## src/rtl/id_ex_stage.sv

```systemverilog
// id_ex_stage: 2-entry ID/EX skid FIFO with output-side operand forwarding (optional via ID_EX_FORWARDING_EN)
module id_ex_stage (
    input  logic        clk,
    input  logic        rst_n,
    input  logic        in_valid,
    output logic        in_ready,
    input  logic [31:0] rs_data,
    input  logic [31:0] rt_data,
    input  logic [31:0] imm,
    input  logic [4:0]  rs_addr,
    input  logic [4:0]  rt_addr,
    input  logic [4:0]  rd_addr,
    input  logic        alu_src,
    input  logic        reg_write_in,
    input  logic [2:0]  alu_ctrl_in,
    input  logic        flush,
    input  logic        exmem_reg_write,
    input  logic [4:0]  exmem_rd,
    input  logic [31:0] exmem_result,
    input  logic        memwb_reg_write,
    input  logic [4:0]  memwb_rd,
    input  logic [31:0] memwb_result,
    output logic        out_valid,
    input  logic        out_ready,
    output logic [31:0] InA,
    output logic [31:0] InB,
    output logic [2:0]  ALU_Control,
    output logic [4:0]  out_rd,
    output logic        out_reg_write,
    output logic [15:0] stall_count
);
    typedef struct packed {
        logic [31:0] rs_data;
        logic [31:0] rt_data;
        logic [31:0] imm;
        logic [4:0]  rs_addr;
        logic [4:0]  rt_addr;
        logic [4:0]  rd_addr;
        logic        alu_src;
        logic        reg_write;
        logic [2:0]  alu_ctrl;
    } entry_t;

    entry_t      e0_q, e0_d, e1_q, e1_d, in_e;
    logic [1:0]  cnt_q, cnt_d;
    logic [15:0] stall_q, stall_d;
    logic        push, pop;
    logic [31:0] fwd_a, fwd_b;

    // FIFO control: e0 is always the head, e1 the entry behind it
    always_comb begin
        in_e = '{rs_data: rs_data, rt_data: rt_data, imm: imm, rs_addr: rs_addr, rt_addr: rt_addr,
                 rd_addr: rd_addr, alu_src: alu_src, reg_write: reg_write_in, alu_ctrl: alu_ctrl_in};
        in_ready = cnt_q != 2'd2;
        out_valid = cnt_q != 2'd0;
        push = in_valid && in_ready && !flush;
        pop = out_valid && out_ready;
        cnt_d = flush ? 2'd0 : cnt_q + {1'b0, push} - {1'b0, pop};
        e0_d = pop ? (push ? in_e : e1_q) : ((push && cnt_q == 2'd0) ? in_e : e0_q);
        e1_d = (push && !pop && cnt_q == 2'd1) ? in_e : e1_q;
        stall_d = (out_valid && !out_ready && stall_q != 16'hFFFF) ? stall_q + 16'd1 : stall_q;
    end

`ifdef ID_EX_FORWARDING_EN
    // forward from EX/MEM first, then MEM/WB; register 0 is never forwarded
    always_comb begin
        fwd_a = (e0_q.rs_addr != 5'd0 && exmem_reg_write && exmem_rd == e0_q.rs_addr) ? exmem_result :
                (e0_q.rs_addr != 5'd0 && memwb_reg_write && memwb_rd == e0_q.rs_addr) ? memwb_result :
                e0_q.rs_data;
        fwd_b = (e0_q.rt_addr != 5'd0 && exmem_reg_write && exmem_rd == e0_q.rt_addr) ? exmem_result :
                (e0_q.rt_addr != 5'd0 && memwb_reg_write && memwb_rd == e0_q.rt_addr) ? memwb_result :
                e0_q.rt_data;
    end
`else
    logic unused_fwd;
    // without forwarding the stored operands go straight through
    always_comb begin
        fwd_a = e0_q.rs_data;
        fwd_b = e0_q.rt_data;
        unused_fwd = ^{exmem_reg_write, exmem_rd, exmem_result, memwb_reg_write, memwb_rd, memwb_result,
                       e0_q.rs_addr, e0_q.rt_addr};
    end
`endif

    // head presentation, zeroed while empty
    always_comb begin
        InA = out_valid ? fwd_a : 32'd0;
        InB = out_valid ? (e0_q.alu_src ? e0_q.imm : fwd_b) : 32'd0;
        ALU_Control = out_valid ? e0_q.alu_ctrl : 3'd0;
        out_rd = out_valid ? e0_q.rd_addr : 5'd0;
        out_reg_write = out_valid && e0_q.reg_write;
        stall_count = stall_q;
    end

    // state registers with synchronous active-low reset
    always_ff @(posedge clk) begin
        if (!rst_n) begin
            cnt_q <= 2'd0;
            e0_q <= '0;
            e1_q <= '0;
            stall_q <= 16'd0;
        end else begin
            cnt_q <= cnt_d;
            e0_q <= e0_d;
            e1_q <= e1_d;
            stall_q <= stall_d;
        end
    end
endmodule
```

## config.mk

```make
export PLATFORM = sky130hd
export DESIGN_NAME = id_ex_stage
export DESIGN_NICKNAME = d
export VERILOG_FILES = /design/src/rtl/id_ex_stage.sv
export SDC_FILE = /design/constraint.sdc
export NUM_CORES = 1
export LEC_CHECK = 0
export BUFFER_PORTS_ARGS = -buffer_cell sky130_fd_sc_hd__buf_4
export CAP_MARGIN = 30
export CORE_UTILIZATION = 54
export DETAILED_ROUTE_END_ITERATION = 8
export PLACE_DENSITY = 0.83
export SLEW_MARGIN = 0
export SYNTH_ARGS = -nofsm -noshare
export SYNTH_HDL_FRONTEND = slang
export SYNTH_SLANG_ARGS = --single-unit
export TNS_END_PERCENT = 30
```

## constraint.sdc

```tcl
create_clock -name clk -period 4.2 [get_ports clk]
set_input_delay 0.21 -clock clk [delete_from_list [all_inputs] [get_ports clk]]
set_output_delay 0.21 -clock clk [all_outputs]
set_load 0.05 [all_outputs]
```

==> run metrics <==
actual slew at the worst max-slew pin=1.019 ns; Post-Syn Nets=1373; antenna violations before repair=5; dpl cell area=11200 sq um; status=finished clean; HP Class=in -> reg; Worst R2R End=fwd_a[3]; most frequent cell on the critical path=buf_4; ANT nets after route=0; synthesized area per cell=8.280 sq um; post-layout util=0.7495; Final nets=1612; largest net degree at the start of global routing=117; hold-critical path depth=3; Rel. slew slack=0.3190; initial cell density of the core=0.5581; # DRC=0; worst vdd ir=0.0002983 V; hold_sp=rst_n; cell count of the worst reg-to-reg path=6; Yosys cell types=44; Clock transition at path regs=0.06 ns; H-tree depth=1; Final WS setup=1.304 ns; Synth warnings=0; DR iter-0 viols=815; CTS tree=built; TritonRoute pass-1 iters=5; Final Hold Vio Count=0; most common cell after layout, fill and taps aside=nand2_1; worst hold slack=0.03348 ns; crit-path max cell delay=0.77 ns; P_sw=1.138 mW; std cell rows=48; RD Place Congestion=0.8101; CP arrival=3.31 ns; sw frac=0.2380; most frequent cells in the layout=324 x nand2_1, 229 x dfxtp_1, 222 x a21oi_1; FF-to-FF setup slack=1.41 ns; Tcrit/Tclk final=0.6896; Post-Layout Inst Area=13050 sq um; critical path required time=4.61 ns; die area=18540 sq um; Cells after Synth=1174; gr usage total=0.3105; GR Overflow Total=0; Clock power frac=0.433; WHS Endpoint=stall_count[13]; Ports=288; Logic pwr share=0.099; reg2reg start=cnt_q[1]; ys flop type=dfxtp_1; worst-case clock buffer depth=3; CTS buffer count=24; Crit Path Max Fanout=59; CTS root buf=clkbuf_16; Int Pwr=3.645 mW; Worst-Skew Late Latency=0.51 ns; Post-Syn Area=9721 sq um; Post-Route WL=29530 microns; pre-CTS setup slack=1.478 ns; Max Fclk=345.3 MHz; clock sinks=230; die height=136.2 microns; port buffer count=201; RSZ-0062 raised after global routing=false; core area=17420 sq um; critical path endpoint category=flop; routed via count=9814; fraction of layout cells with a size suffix above 1=0.1853; register share of total power=0.468; final setup fails=0; Post-DP HPWL=16460 microns; Worst Setup Start Kind=input port; setup tns final=0 ns; clock period minus worst slack=2.896 ns; Horiz. Die Dim=136.2 microns; vias in the first global route=9508; MaxCap Viol Count=0; clk_skew=0.01489 ns; fin. max-slew vios=0; leakage power=4.634 nW; Power Dens Cells=366.4 nW/um^2; area grow syn2layout=34.29%; drt wl/cell=17.78 microns; crit path launch=flush; DR vias/cell=5.908; slowest CP cell=and2_4; register bit count reported by yosys=230; register area share after synthesis=0.4737; Worst Path Class, Setup=in -> reg; crit path cell chain=dlygate4sd3_1 -> buf_4 -> nor2b_1 -> and2_4 -> buf_4 -> o221ai_1 -> a21oi_1; ys async rst share=0; Post-synth EDFFs=0; global-route wire length before repair=46600 microns
-- layout make-up --
type / count / area (sq um)
inverter: 4 / 20.02
clock inverter: 5 / 50.05
multi-input combinational: 830 / 4564
fill: 1242 / 4363
sequential: 230 / 4606
clock buffer: 38 / 714.4
timing repair buffer: 323 / 2803
tap: 225 / 281.5
antenna: 6 / 15.01
-- kinds of logic (layout without fill, tap and decap cells) --
group	after synthesis	after routing	share of synthesized area
compound gates	348	348	0.2274
xor+xnor	3	3	0.002704
fa+ha+maj	2	2	0.002574
buf+inv	114	370	0.06024
flops	230	230	0.4737
mux	35	35	0.03604
other cells	0	6	0
simple gates	442	442	0.1973
-- critical path, delay by kind of cell --
family | cells | cell delay [ns]
AND/OR/NAND/NOR | 2 | 1.41
buffers and inverters | 3 | 1.23
AO/OA/AOI/OAI | 2 | 0.44
-- registers in the layout, indices dropped and copies added, names as in the netlist --
name and cells:
cnt_q 2, fwd_a 32, e1_q 106, e0_q 42, fwd_b 32, stall_count 16
-- cells in the mapped netlist, types with 2 or more instances --
cell | n | share of area
mux2i_1 | 35 | 0.036
xnor2_1 | 2 | 0.0018
nor3_1 | 2 | 0.0010
or4_1 | 7 | 0.0054
a211oi_1 | 2 | 0.0015
nand4_1 | 6 | 0.0039
buf_2 | 48 | 0.025
nor2_1 | 35 | 0.014
o221ai_1 | 106 | 0.096
and2_1 | 42 | 0.027
o31ai_1 | 7 | 0.0054
buf_4 | 10 | 0.0077
clkbuf_1 | 44 | 0.017
o21ai_1 | 2 | 0.0010
a21oi_1 | 222 | 0.11
nor4_1 | 3 | 0.0019
or3_1 | 2 | 0.0013
and3_1 | 4 | 0.0026
inv_1 | 4 | 0.0015
buf_6 | 8 | 0.0093
nand2b_1 | 3 | 0.0019
nand2_1 | 324 | 0.13
dfxtp_1 | 230 | 0.47
ha_1 | 2 | 0.0026
nand3_1 | 5 | 0.0026
-- how the worst max path moves through the flow --
| stage | end | cells after the start |
|---|---|---|
| 5_1_grt | e0_q[3] | 7 |
| 4_1_cts | fwd_b[24] | 7 |
| 6_report | fwd_a[3] | 7 |
| 3_3_place_gp | fwd_b[24] | 6 |
| 3_5_place_dp | e0_q[6] | 6 |
| 2_1_floorplan | stall_count[4] | 6 |
-- metal layers --
metal	part of all wire	up-vias	track usage
li1	-	4606	-
met1	0.40	4648	0.3933
met2	0.49	480	0.5209
met3	0.076	80	0.05332
met4	0.032	0	0.1272
met5	0	-	0
-- per-stage QoR --
stage	power (mW)	cells
after global routing	4.923	1659
after detailed placement	2.661	1505
after floorplan	2.500	1174
final	4.783	1661
after global placement	2.648	1502
after CTS	4.788	1655
-- what timing repair did --
action,CTS,global route
hold buffers,107,0
hold endpoints to repair,108,0
resized for setup,0,0
setup buffers,0,0
-- power groups by stage --
stage,clock [mW],sequential [mW],combinational (mW)
global placement,0,2.29,0.362
finish,2.07,2.24,0.473
detailed placement,0,2.29,0.375
CTS,2.09,2.24,0.462
floorplan,0,2.28,0.223
global route,2.18,2.24,0.501
(Power assumes the default switching activity.)
